### config.mk
export PLATFORM = sky130hd
export DESIGN_NAME = pipe_stall_ctrl
export DESIGN_NICKNAME = d
export VERILOG_FILES = /design/src/rtl/pipe_stall_ctrl.sv
export SDC_FILE = /design/constraint.sdc
export NUM_CORES = 1
export LEC_CHECK = 0
export CORE_MARGIN = 3
export CORE_UTILIZATION = 53
export CTS_CLUSTER_DIAMETER = 40
export DETAILED_ROUTE_END_ITERATION = 7
export GPL_ROUTABILITY_DRIVEN = 0
export PLACE_DENSITY_LB_ADDON = 0.12
export SYNTH_ARGS = -nofsm -noshare
export SYNTH_HDL_FRONTEND = slang
export SYNTH_SLANG_ARGS = --single-unit
### constraint.sdc
create_clock -name clk -period 2.05 [get_ports clk]
set_input_delay 0.41 -clock clk [delete_from_list [all_inputs] [get_ports clk]]
set_output_delay 0.41 -clock clk [all_outputs]
set_load 0.01 [all_outputs]
### src/rtl/pipe_stall_ctrl.sv
`default_nettype none
// ============================================================================
// Module      : pipe_stall_ctrl
// Description : Pipeline-control responder for a 5-stage MIPS pipeline.
//               Turns hazard-unit stall/branch requests and the data-memory
//               wait into PC / IF-ID / ID-EX / downstream-hold controls,
//               sequences multi-cycle branch flushes, flags stuck memory
//               waits and keeps saturating stall/flush counters.
// Ports       : clk, rst                   - clock, sync active-high reset
//               load_use_req, branch_req   - hazard unit requests
//               mem_wait                   - data memory not ready
//               pc_we, ifid_we, ifid_flush - fetch-side controls
//               idex_bubble, pipe_hold     - decode/back-end controls
//               mem_timeout                - sticky stuck-wait flag
//               stall_cnt, flush_cnt       - performance counters
// Revision    : 1.0 - initial release
// ============================================================================
module pipe_stall_ctrl #(
    parameter int BRANCH_SLOTS = 1,
    parameter int MAX_WAIT     = 15,
    parameter int CNT_W        = 16
) (
    input  logic             clk,
    input  logic             rst,
    input  logic             load_use_req,
    input  logic             branch_req,
    input  logic             mem_wait,
    output logic             pc_we,
    output logic             ifid_we,
    output logic             ifid_flush,
    output logic             idex_bubble,
    output logic             pipe_hold,
    output logic             mem_timeout,
    output logic [CNT_W-1:0] stall_cnt,
    output logic [CNT_W-1:0] flush_cnt
);

    localparam logic [0:0] S_RUN   = 1'b0;
    localparam logic [0:0] S_FLUSH = 1'b1;

    localparam logic [3:0] c_slots_m1 = 4'(BRANCH_SLOTS - 1);
    localparam logic [7:0] c_max_wait = 8'(MAX_WAIT);
    localparam logic [CNT_W-1:0] c_cnt_one = CNT_W'(1);

    logic [0:0]       r_state;
    logic [0:0]       w_state_nxt;
    logic [3:0]       r_flush_left;
    logic [3:0]       w_flush_left_nxt;
    logic [7:0]       r_wait_cnt;
    logic             r_mem_timeout;
    logic [CNT_W-1:0] r_stall_cnt;
    logic [CNT_W-1:0] r_flush_cnt;
    logic             w_wait_hit;

    // Control outputs and next-state decode, priority rst > mem_wait > FLUSH
    // squash > load-use > branch.
    always_comb begin
        pc_we            = 1'b1;
        ifid_we          = 1'b1;
        ifid_flush       = 1'b0;
        idex_bubble      = 1'b0;
        pipe_hold        = 1'b0;
        w_state_nxt      = r_state;
        w_flush_left_nxt = r_flush_left;
        if (rst) begin
            pc_we            = 1'b0;
            ifid_we          = 1'b0;
            ifid_flush       = 1'b1;
            idex_bubble      = 1'b1;
            w_state_nxt      = S_RUN;
            w_flush_left_nxt = 4'd0;
        end else if (mem_wait) begin
            // Whole pipe frozen; FSM state is held so a flush resumes later.
            pc_we     = 1'b0;
            ifid_we   = 1'b0;
            pipe_hold = 1'b1;
        end else if (r_state == S_FLUSH) begin
            // ID holds a wrong-path instruction, so requests from it are ignored.
            ifid_flush       = 1'b1;
            w_flush_left_nxt = r_flush_left - 4'd1;
            if (r_flush_left <= 4'd1) begin
                w_state_nxt      = S_RUN;
                w_flush_left_nxt = 4'd0;
            end
        end else if (load_use_req) begin
            // Branch requests are dropped here; the hazard unit re-presents them.
            pc_we       = 1'b0;
            ifid_we     = 1'b0;
            idex_bubble = 1'b1;
        end else if (branch_req) begin
            ifid_flush = 1'b1;
            if (BRANCH_SLOTS > 1) begin
                w_state_nxt      = S_FLUSH;
                w_flush_left_nxt = c_slots_m1;
            end
        end
    end

    // This cycle is the MAX_WAIT-th consecutive wait cycle (or later).
    assign w_wait_hit = ({1'b0, r_wait_cnt} + 9'd1) >= {1'b0, c_max_wait};

    always_ff @(posedge clk) begin
        if (rst) begin
            r_state       <= S_RUN;
            r_flush_left  <= 4'd0;
            r_wait_cnt    <= 8'd0;
            r_mem_timeout <= 1'b0;
            r_stall_cnt   <= '0;
            r_flush_cnt   <= '0;
        end else begin
            r_state      <= w_state_nxt;
            r_flush_left <= w_flush_left_nxt;
            if (mem_wait) begin
                if (r_wait_cnt != c_max_wait) begin
                    r_wait_cnt <= r_wait_cnt + 8'd1;
                end
                if (w_wait_hit) begin
                    r_mem_timeout <= 1'b1;
                end
            end else begin
                r_wait_cnt <= 8'd0;
            end
            if (!pc_we && (r_stall_cnt != '1)) begin
                r_stall_cnt <= r_stall_cnt + c_cnt_one;
            end
            if (ifid_flush && (r_flush_cnt != '1)) begin
                r_flush_cnt <= r_flush_cnt + c_cnt_one;
            end
        end
    end

    assign mem_timeout = r_mem_timeout;
    assign stall_cnt   = r_stall_cnt;
    assign flush_cnt   = r_flush_cnt;

endmodule
`default_nettype wire

Yosys cells after proc, flatten, opt, wreduce, memory -nomap -nowiden
Cells that the tools add are included.

Equal/unequal tests: 3. Order comparisons: 2. Bitwise logic cells: 1. Muxes and demuxes: 18. $add $sub $neg: 5. Reduce and logical (&&, ||, !) cells: 6.

Operator list (number): $add A16 B1 Y16 const B (2); $ne A16 B16 Y1 const B (2); $mux W1 (17); $add A8 B1 Y9 const B (1); $ge A9 B4 Y1 const B (1); $add A8 B1 Y8 const B (1); $ne A8 B4 Y1 const B (1); $le A4 B1 Y1 const B (1); $mux W4 (1); $reduce_and A2 Y1 (2); $sub A4 B1 Y4 const B (1); $logic_and A1 B1 Y1 (2); $reduce_or A2 Y1 (1); $logic_not A1 Y1 (1); $not A1 Y1 (1).

Output and inout port bits: 38. Register bits: 46.

Longest topological paths before layout
Gate-level depths: netlist of run 1.

Depth after elaboration: 6. Mapped depth: 6.

Least setup slack after synthesis of run 1
Ideal clock, no wire load.

Path kind: input port to flip-flop. From: input port mem_wait. To: register r_flush_cnt[0], in the netlist flush_cnt[0]. Stages on the path: 5. Path buffers: 1. Data required time: 1929 ps. Setup time: 121 ps. Path slack: 340 ps. Arrival: 1589 ps. Cell sequence: buf_6 > nor3b_4 > or3_1 > a21boi_1 > mux2_2.

Cells in the longest elaborated chain, start to end: 3.

Ends and longest elaborated chain: from (decl) (line 27) `input logic mem_wait,`; $mux W1 (line 72) `end else if (mem_wait) begin`; $mux W1 (line 65) `if (rst) begin`; via ifid_flush (line 30) `output logic ifid_flush,`; $logic_and A1 B1 Y1 (line 126) `if (ifid_flush && (r_flush_cnt != '1)) begin`; to (signal assigned) (line 127) `r_flush_cnt <= r_flush_cnt + c_cnt_one;`; to (decl) (line 52) `logic [CNT_W-1:0] r_flush_cnt;`.

The timed path passes the listed nets, and every way through them passes these cells. A chain may end at the register's enable or synchronous reset.

Final worst setup path of run 1
From: register r_flush_cnt[0], in the netlist flush_cnt[0]. To: register r_flush_cnt[0], in the netlist flush_cnt[0].

Cells in the longest elaborated chain, start to end: 2. Elaborated cells between the ends (all ways): 3.

Ends and longest elaborated chain: branches (longest 2 deep; another with $add A16 B1 Y16).

Several ways; the timed one is not identified.

==> results.toml, run 1 <==
[logic_synthesis]
synth-edff-count = 0
synth.distinct_cells = 54
synth-seq-cells = 46
ys.flop_type = "dfxtp_1"
syn_inst = 303
yosysSeqAreaShare = 0.360
synth_nets = 314
synthArstFlopShare = 0
ys_warn_count = 0
avgSynthCellArea_um2 = 8.44
synth_area_um2 = 2560

[pwr]
peakVddDrop_v = 0.000321
p_leak_nw = 1.18
power.density_nw_per_um2 = 534
totalPowerFinal_mw = 1.75

[outcome]
status = "complete, no violations"

[timing]
fin_skew_ns = 0.0104
whs_ns = 0.496
hold_violations = 0
setup_viol = 0
slew_headroom = 0.571
max_freq_mhz = 519
rsz0062_at_grt = "no"
fin_crit_sh = 0.939
tightestPinTransition_ns = 0.640
slew_violations = 0
fin_crit_ns = 1.93

[placement]
place_inst = 408
placed_area_um2 = 3160
port_buffers = 42
dpl.hpwl_um = 4270

[worst_setup_path]
cp_max_fo = 10
r2r_slack_ns = 0.12
end_kind = "register"
crit_required_ns = 2.25
critPathArrivalTime_ns = 2.12
startpoint_type = "register"
path_class = "reg -> reg"

[floorplan]
die_area_um2 = 5690
fp.dieW_um = 75.4
row_count = 24
core_um2 = 4500
io_pins = 43
die_height_um = 75.4
start_util = 0.568

[clock_tree]
root_buffer = "clkbuf_8"
h-tree-depth = 2
clk_pin_slew_ns = 0.08
cts_tree = "built"
cts_made_buffers = 5
max-clock-path-buffers = 2
insertion_delay_ns = 0.31
cts.sinks = 46

[global_route]
grt_pass1_vias = 2276
antenna_found_initial = 0
overflow = 0
grt_max_degree = 20
grt_pass1_wl_um = 10000
track_usage = 0.223

[layout]
multi_input_comb_area_um2 = 1520
final_layout_size_suffix_gt1_frac = 0.168
post-route-util = 0.725
layout_common_cells = "dfxtp_1, clkdlybuf4s50_1, nor2_1"
synthToLayoutAreaGrowth_pct = 27.8
finalInstanceArea_um2 = 3270
diodes = 0
finalNetCount = 374
final_common_cell = "dfxtp_1"
seqCellArea_um2 = 921
fillers = 358
fin_cells = 416

[detailed_routing]
dr.pass1.iters = 4
wire_per_inst_um = 14.0
drc = 0
ant_nets = 0
vias_per_cell = 5.87
wl_um = 5810
drt_iter0_drc = 151
vias = 2441

[min_path]
min_path_type = "reg -> reg"

[run]
cap_violations = 0
==> registers in the layout, indices dropped and copies added (netlist names) <==
name          flops
flush_cnt        16
stall_cnt        16
r_wait_cnt        8
r_flush_left      4
mem_timeout       1
r_state           1
==> through the flow <==
stage / setup TNS (ns) / worst slack (ns)
finish: 0 / 0.125
detailed placement: -6.80 / -0.411
floorplan: 0 / 0.340
global route: 0 / 0.00936
CTS: 0 / 0.0159
global placement: -5.85 / -0.376
==> layout make-up <==
class,instances,area share
Clock buffer,5,0.0211
Clock inverter,3,0.0123
Inverter,12,0.0138
Multi-Input combinational cell,230,0.466
Sequential cell,46,0.282
Tap cell,52,0.0199
Timing Repair Buffer,68,0.185
==> synthesized netlist by cell type (all sizes together), types with 8 or more instances <==
cell     n  area share
nand2   26       0.038
nor2    34       0.050
buf      9       0.023
nor2b   12       0.029
a21oi   20       0.039
dfxtp   46        0.36
nor3    12       0.027
o31ai    8       0.025
inv     12       0.018
o21ai    8       0.016
a211oi   9       0.026
nand3   11       0.023
mux2    14       0.062
or4      9       0.026
==> cell families (layout without fill, tap and decap cells) <==
family | after synthesis | in the layout | share of synthesized area
xor gates and xnor gates | 6 | 6 | 0.0206
adders and majority gates | 6 | 6 | 0.0294
and+or+nand+nor | 136 | 136 | 0.285
DFF | 46 | 46 | 0.360
buffers and inverters | 27 | 88 | 0.0494
muxes | 17 | 17 | 0.0734
AOI/OAI and AO/OA | 65 | 65 | 0.182
==> report_power, final <==
group          total [mW]  internal [mW]  switching (mW)
registers           0.922          0.906          0.0162
clock network       0.677          0.359           0.318
logic               0.146         0.0737          0.0726
total                1.75           1.34           0.407
==> metal layers <==
| metal | vias up | global-route usage | wire length (um) | share of wire |
|---|---|---|---|---|
| li1 | 1216 | - | - | - |
| met1 | 1169 | 0.297 | 2660 | 0.46 |
| met2 | 49 | 0.364 | 2840 | 0.49 |
| met3 | 7 | 0.0356 | 229 | 0.039 |
| met4 | 0 | 0.0854 | 84 | 0.014 |
| met5 | - | 0 | 0 | 0 |
==> worst max-delay path, cell delays in order, from the launching register on <==
cell	delay, ns
dfxtp_1	0.39
ha_1	0.27
nand2_1	0.11
nor3_2	0.55
a21boi_1	0.20
mux2_2	0.31
==> timing repair <==
action | 4_1_cts | 5_1_grt
setup endpoints to repair | 7 | 3
buffers inserted | 0 | 0
hold endpoints to repair | 0 | 0
resized for setup | 9 | 3
hold buffers | 0 | 0
==> path summary, 6_finish.rpt <==
path | to | cells past startpoint | from
max | flush_cnt[0] | 5 | flush_cnt[0]
min | stall_cnt[7] | 2 | stall_cnt[7]
max reg2reg | flush_cnt[0] | 5 | flush_cnt[0]
min reg2reg | stall_cnt[7] | 2 | stall_cnt[7]
(Power assumes the default switching activity.)
==> run 2, diff against run 1 <==
- CORE_ASPECT_RATIO: not set -> 1.5
==> results.toml, run 2 (synthesis results as in run 1) <==
[outcome]
status = "complete, no violations"

[worst_setup_path]
setup.worst_path.end = "ifid_flush"
critPathArrivalTime_ns = 1.59
reg2reg_from = "flush_cnt[1]"
cp_max_fo = 4
crit_required_ns = 1.64
r2r_slack_ns = 0.21
cp-startpoint = "rst"
r2r-end = "flush_cnt[11]"
r2r.worst_path.cells = 6
end_kind = "output port"
startpoint_type = "primary input"
path_class = "in -> out"

[timing]
max_freq_mhz = 499
tightestPinTransition_ns = 0.601
setup_viol = 0
setup_slack_ns = 0.0462
fin_crit_sh = 0.977
rsz0062_at_grt = "no"
slew_headroom = 0.597
slew_violations = 0
setup-tns-final_ns = 0
fin_skew_ns = 0.00544
hold_violations = 0
fin_crit_ns = 2.00
whs_ns = 0.500

[global_route]
overflow = 0
grt_pass1_vias = 2228
grt_max_degree = 24
track_usage = 0.204
antenna_found_initial = 0
grt_pass1_wl_um = 9650

[pwr]
swShare = 0.234
p_clk_frac = 0.327
p_int_mw = 1.22
power_frac_comb = 0.093
power.density_nw_per_um2 = 488
peakVddDrop_v = 0.000445
power.net_switching_mw = 0.371
p_leak_nw = 1.15
seqPwrFrac = 0.581

[layout]
final_common_cell = "dfxtp_1"
synthToLayoutAreaGrowth_pct = 27.4
multi_input_comb_area_um2 = 1520
finalNetCount = 375
fin_cells = 428
layout_common_cells = "dfxtp_1, clkdlybuf4s50_1, nor2_1"
diodes = 0
seqCellArea_um2 = 921
fillers = 382
final_layout_size_suffix_gt1_frac = 0.165

[clock_tree]
max-clock-path-buffers = 2
cts.sinks = 46
root_buffer = "clkbuf_8"
cts_tree = "built"
h-tree-depth = 2
cts_made_buffers = 5
insertion_delay_ns = 0.30
clk_pin_slew_ns = 0.07

[placement]
place_inst = 421
dp_slack_ns = -0.396
dpl.hpwl_um = 4230
port_buffers = 42

[floorplan]
fp.dieW_um = 62.7
die_height_um = 91.1
io_pins = 43
row_count = 30
start_util = 0.558
core_um2 = 4580
die_area_um2 = 5710

[detailed_routing]
drc = 0
ant_nets = 0
wl_um = 5610
vias_per_cell = 5.61
drt_iter0_drc = 119
dr.pass1.iters = 5
wire_per_inst_um = 13.1
vias = 2400

[run]
cap_violations = 0

[min_path]
hold_depth = 2
min_path_type = "reg -> reg"
==> run 2: cell count changes in the layout (fill, tap and decap cells not counted), sizes merged <==
cell and delta:
clkdlybuf4s15 +1, clkdlybuf4s50 +1, buf +1, clkinv -2, clkbuf +1, dlymetal6s2s -1
bufinv -1
==> run 2: repair_timing <==
action,CTS,global route
pin swaps,0,0
setup buffers,0,0
resized for setup,10,2
hold buffers,0,0
setup endpoints to repair,5,2
==> run 2: layout make-up <==
| class | count | area share |
|---|---|---|
| Clock buffer | 7 | 0.0234 |
| Inverter | 12 | 0.0138 |
| Multi-Input combinational cell | 230 | 0.466 |
| Sequential cell | 46 | 0.283 |
| Tap cell | 64 | 0.0246 |
| Timing Repair Buffer | 69 | 0.189 |
==> run 2: power by group through the flow <==
stage	Sequential [mW]	Combinational, mW	Clock (mW)
2_1_floorplan	0.943	0.0721	0
3_3_place_gp	0.943	0.149	0
3_5_place_dp	0.944	0.150	0
4_1_cts	0.923	0.148	0.540
5_1_grt	0.925	0.162	0.568
6_report	0.922	0.147	0.520
==> run 2: worst min-delay path by stage <==
stage | end | start | slack (ns)
after global routing | stall_cnt[7] | stall_cnt[7] | 0.53
after CTS | flush_cnt[6] | flush_cnt[6] | 0.50
after detailed placement | flush_cnt[6] | flush_cnt[6] | 0.49
final | stall_cnt[1] | stall_cnt[1] | 0.50
after floorplan | r_state | r_state | 0.47
after global placement | flush_cnt[6] | flush_cnt[6] | 0.48
==> run 2: per-stage QoR <==
| stage | utilization | total power, mW | area, um2 |
|---|---|---|---|
| after global placement | 0.694 | 1.09 | 3180 |
| after detailed placement | 0.694 | 1.09 | 3180 |
| after CTS | 0.710 | 1.61 | 3250 |
| final | 0.711 | 1.59 | 3260 |
| after global routing | 0.711 | 1.66 | 3260 |
| after floorplan | - | 1.02 | 2560 |
==> run 2: worst max-delay path: stages <==
cell and delay, ns:
clkdlybuf4s50_1 0.41, buf_4 0.15, or3_4 0.39, clkdlybuf4s15_2 0.23
==> run 2: per-layer routing <==
metal / GRT usage / wire [um] / up-vias
met5: 0 / 0 / -
met4: 0.0829 / 77 / 0
met3: 0.0433 / 184 / 7
met2: 0.370 / 2950 / 43
met1: 0.229 / 2400 / 1127
li1: - / - / 1223
==> run 3, diff against run 2 <==
- CORE_UTILIZATION: 53 -> 44
- MAX_ROUTING_LAYER: not set -> met4
==> results.toml, run 3 (synthesis results as in run 1) <==
[outcome]
status = "complete, no violations"

[pwr]
p_clk_frac = 0.378
power.net_switching_mw = 0.398
seqPwrFrac = 0.535
peakVddDrop_v = 0.000356
p_int_mw = 1.32
power_frac_comb = 0.087
power.density_nw_per_um2 = 524
swShare = 0.231
totalPowerFinal_mw = 1.72
p_leak_nw = 1.17

[timing]
slew_headroom = 0.573
fin_crit_ns = 1.96
setup_viol = 0
max_freq_mhz = 509
fin_skew_ns = 0.00580
setup-tns-final_ns = 0
tightestPinTransition_ns = 0.636
fin_crit_sh = 0.957
rsz0062_at_grt = "no"
setup_slack_ns = 0.0872
hold_violations = 0
slew_violations = 0
whs_ns = 0.497

[worst_setup_path]
crit_required_ns = 2.25
r2r.worst_path.cells = 5
startpoint_type = "primary input"
reg2reg_from = "flush_cnt[0]"
crit_top_cell = "buf_4"
r2r-end = "flush_cnt[0]"
critPathArrivalTime_ns = 2.16
path_class = "in -> reg"
crit_path_top_delay_cell = "o31ai_2"
cp_max_fo = 8
end_kind = "register"
cp-startpoint = "rst"
max_stage_delay_ns = 0.58
crit_path_cell_trace = "clkdlybuf4s50_1 -> buf_4 -> buf_4 -> o31ai_2 -> nor3_1 -> mux2_2"
r2r_slack_ns = 0.15

[global_route]
antenna_found_initial = 0
overflow = 0
track_usage = 0.192
grt_pass1_vias = 2267
grt_pass1_wl_um = 10000
grt_max_degree = 25

[detailed_routing]
vias = 2405
ant_nets = 0
vias_per_cell = 5.54
dr.pass1.iters = 4
wire_per_inst_um = 13.5
wl_um = 5860
drc = 0
drt_iter0_drc = 118

[run]
cap_violations = 0

[clock_tree]
cts.sinks = 46
root_buffer = "clkbuf_8"
cts_tree = "built"
clk_pin_slew_ns = 0.08
insertion_delay_ns = 0.30
cts_made_buffers = 5
postCtsHoldBufs = 0
h-tree-depth = 2
post_cts_buffers = 0
max-clock-path-buffers = 2

[floorplan]
row_count = 33
die_area_um2 = 6780
start_util = 0.462
io_pins = 43
core_um2 = 5530
fp.dieW_um = 68.2
die_height_um = 99.4

[placement]
dp_slack_ns = -0.431
dpl.hpwl_um = 4340
port_buffers = 42
placed_area_um2 = 3180
place_inst = 426

[layout]
final_layout_size_suffix_gt1_frac = 0.170
synthToLayoutAreaGrowth_pct = 28.4
finalInstanceArea_um2 = 3280
finalNetCount = 374
layout_common_cells = "dfxtp_1, clkdlybuf4s50_1, nor2_1"
post-route-util = 0.593
diodes = 0
final_common_cell = "dfxtp_1"
fin_cells = 434

[min_path]
hold_depth = 2
holdPathEnd = "flush_cnt[6]"
min_path_type = "reg -> reg"
worstHoldStart = "flush_cnt[6]"
[run 3: cell types whose count changed in the layout (fill, tap and decap cells not counted)]
cell and delta:
clkdlybuf4s15_2 -1, a21boi_0 +1, buf_4 -1, clkbuf_1 -2, clkbuf_8 +3, clkbuf_2 +1, a21boi_1 -1
[run 3: critical path, delay by kind of cell]
family / cells / cell delay, ns
mux: 1 / 0.29
buf+inv: 3 / 0.73
compound gates: 1 / 0.58
simple gates: 1 / 0.15
[run 3: worst max-delay path by stage]
stage / to / cells past startpoint
floorplan: flush_cnt[0] / 5
global placement: ifid_flush / 5
detailed placement: ifid_flush / 5
CTS: ifid_flush / 4
global route: flush_cnt[0] / 5
finish: flush_cnt[13] / 6
[run 3: cell type report]
| type | instances | area (um2) |
|---|---|---|
| fill | 536 | 2250 |
| timing repair buffer | 68 | 603 |
| tap | 70 | 87.6 |
| multi-input combinational | 230 | 1520 |
| clock buffer | 8 | 110 |
| inverter | 12 | 45.0 |
| sequential | 46 | 921 |
[run 3: power by group through the flow]
| stage | combinational [mW] | sequential (mW) | clock (mW) |
|---|---|---|---|
| after detailed placement | 0.154 | 0.942 | 0 |
| after CTS | 0.151 | 0.921 | 0.666 |
| after global placement | 0.152 | 0.942 | 0 |
| final | 0.149 | 0.921 | 0.650 |
| after global routing | 0.165 | 0.925 | 0.699 |
| after floorplan | 0.0721 | 0.943 | 0 |
[run 3: timing repair]
action                                  CTS  global route
endpoints found under the setup margin   12             1
resized for setup                        10             1
gates cloned                              0             0
[run 3: per-layer routing]
layer  routed length [um]  track usage
met5                    0            -
met2                 2980        0.309
met3                  215       0.0271
met4                   93       0.0781
met1                 2580        0.237
==> RTL change: new RTL, settings of run 1 <==
Change the parameter `CNT_W` from 16 to 32.
--- a/src/rtl/pipe_stall_ctrl.sv
+++ b/src/rtl/pipe_stall_ctrl.sv
@@ -20,3 +20,3 @@
     parameter int MAX_WAIT     = 15,
-    parameter int CNT_W        = 16
+    parameter int CNT_W        = 32
 ) (
Ports: changed (resized flush_cnt and stall_cnt); port bits go from 43 to 75. No check against the original RTL was run, so the function may have changed too.
==> RTL change against run 1 <==
Sequential power increased by 67%. Synthesized area increased by 64%. Final area grew 85%. Power increased by 74%. Utilization up 8.8 points. Worst setup slack lost 93 ps. Routed wire length rose by 120%. Worst hold slack improved by 16 ps. Sequential cell count grew 32. Largest cell class unchanged.
==> RTL change: results (changes against run 1) <==
non-clk buf share 0.2421 (+0.05665); DP Cell Count 726 (+78%); Layout Cells excl Fill 752 (+81%); multi-input logic area 2630 sq um (+73%); multi-input gate count 381 (+66%); all-layer global routing usage 0.2784 (+0.05514); CTS H-Tree Depth 3 (+1); share of cells above drive strength 1 0.2603 (+0.09275); RR Startpoint stall_cnt[6]; Hold Path End flush_cnt[1]; post_cts resized 15 (+6); first-pass GRT wire length 19.90 mm (+99%); met2 wire len 6.151 mm (+120%); Reg2Reg Setup Slack 40 ps (-80 ps); Critical Path AT 2310 ps (+190 ps); Slew HR 0.6182 (+0.04718); vias in the first global route 4311 (+89%); status finished, final reports clean; grt met2 use 0.4715 (+0.1072); CP Capture Point flush_cnt[28]; top post-synthesis cells by area dfxtp_1, a21oi_1, or4_1, nor2_1, o31ai_1; Commonest cells post-synth dfxtp_1, nor2_1, a21oi_1; Non-CTS buffers 168 (+150%); leakage 2.187 nW (+85%); pin count of the biggest net entering global routing 46 (+130%); Placed Area 5599 sq um (+77%); VDD IR max 0.3684 mV (+15%); crit-path max FO 5 (-5); hpwl dp 8.518 mm (+99%); Mapped Nets 502 (+60%); # clk buffers 10 (+5); drt via density 6.064 (+3.3%); Largest stage delay, worst path 500 ps (-50 ps); sequential area share after synthesis 0.3724 (+0.01217); Global Route met3 Usage 0.04382 (+0.008205); met1 Use GR 0.3417 (+0.04517); WL/cell 16.67 microns (+19%); inverter count 10 (-2); die width 94.95 microns (+26%); r2r endpoint stall_cnt[9]; clock-cell share of area 0.03680 (+0.003466)
==> RTL change: cell count changes after synthesis, moves of 11 or more <==
cell / delta
a21oi_1: +21
nand4_1: +17
o31ai_1: +14
or3_1: +11
nor4_1: +13
nand3_1: +17
dfxtp_1: +32
or4_1: +15
==> RTL change: kinds of logic after synthesis <==
| group | count (synthesis) | share of synthesized area |
|---|---|---|
| adders and majority gates | 6 | 0.01790 |
| xor gates and xnor gates | 17 | 0.03551 |
| buffers and inverters | 32 | 0.03969 |
| DFF | 78 | 0.3724 |
| AOI/OAI and AO/OA | 105 | 0.1603 |
| and+or+nand+nor | 240 | 0.3390 |
| muxes | 13 | 0.03521 |
==> RTL change: power breakdown <==
part | total (mW) | switching, mW | internal [mW]
clock | 1.30 | 0.587 | 0.715
sequential | 1.54 | 0.0130 | 1.53
combinational | 0.191 | 0.103 | 0.0884
total | 3.03 | 0.703 | 2.33
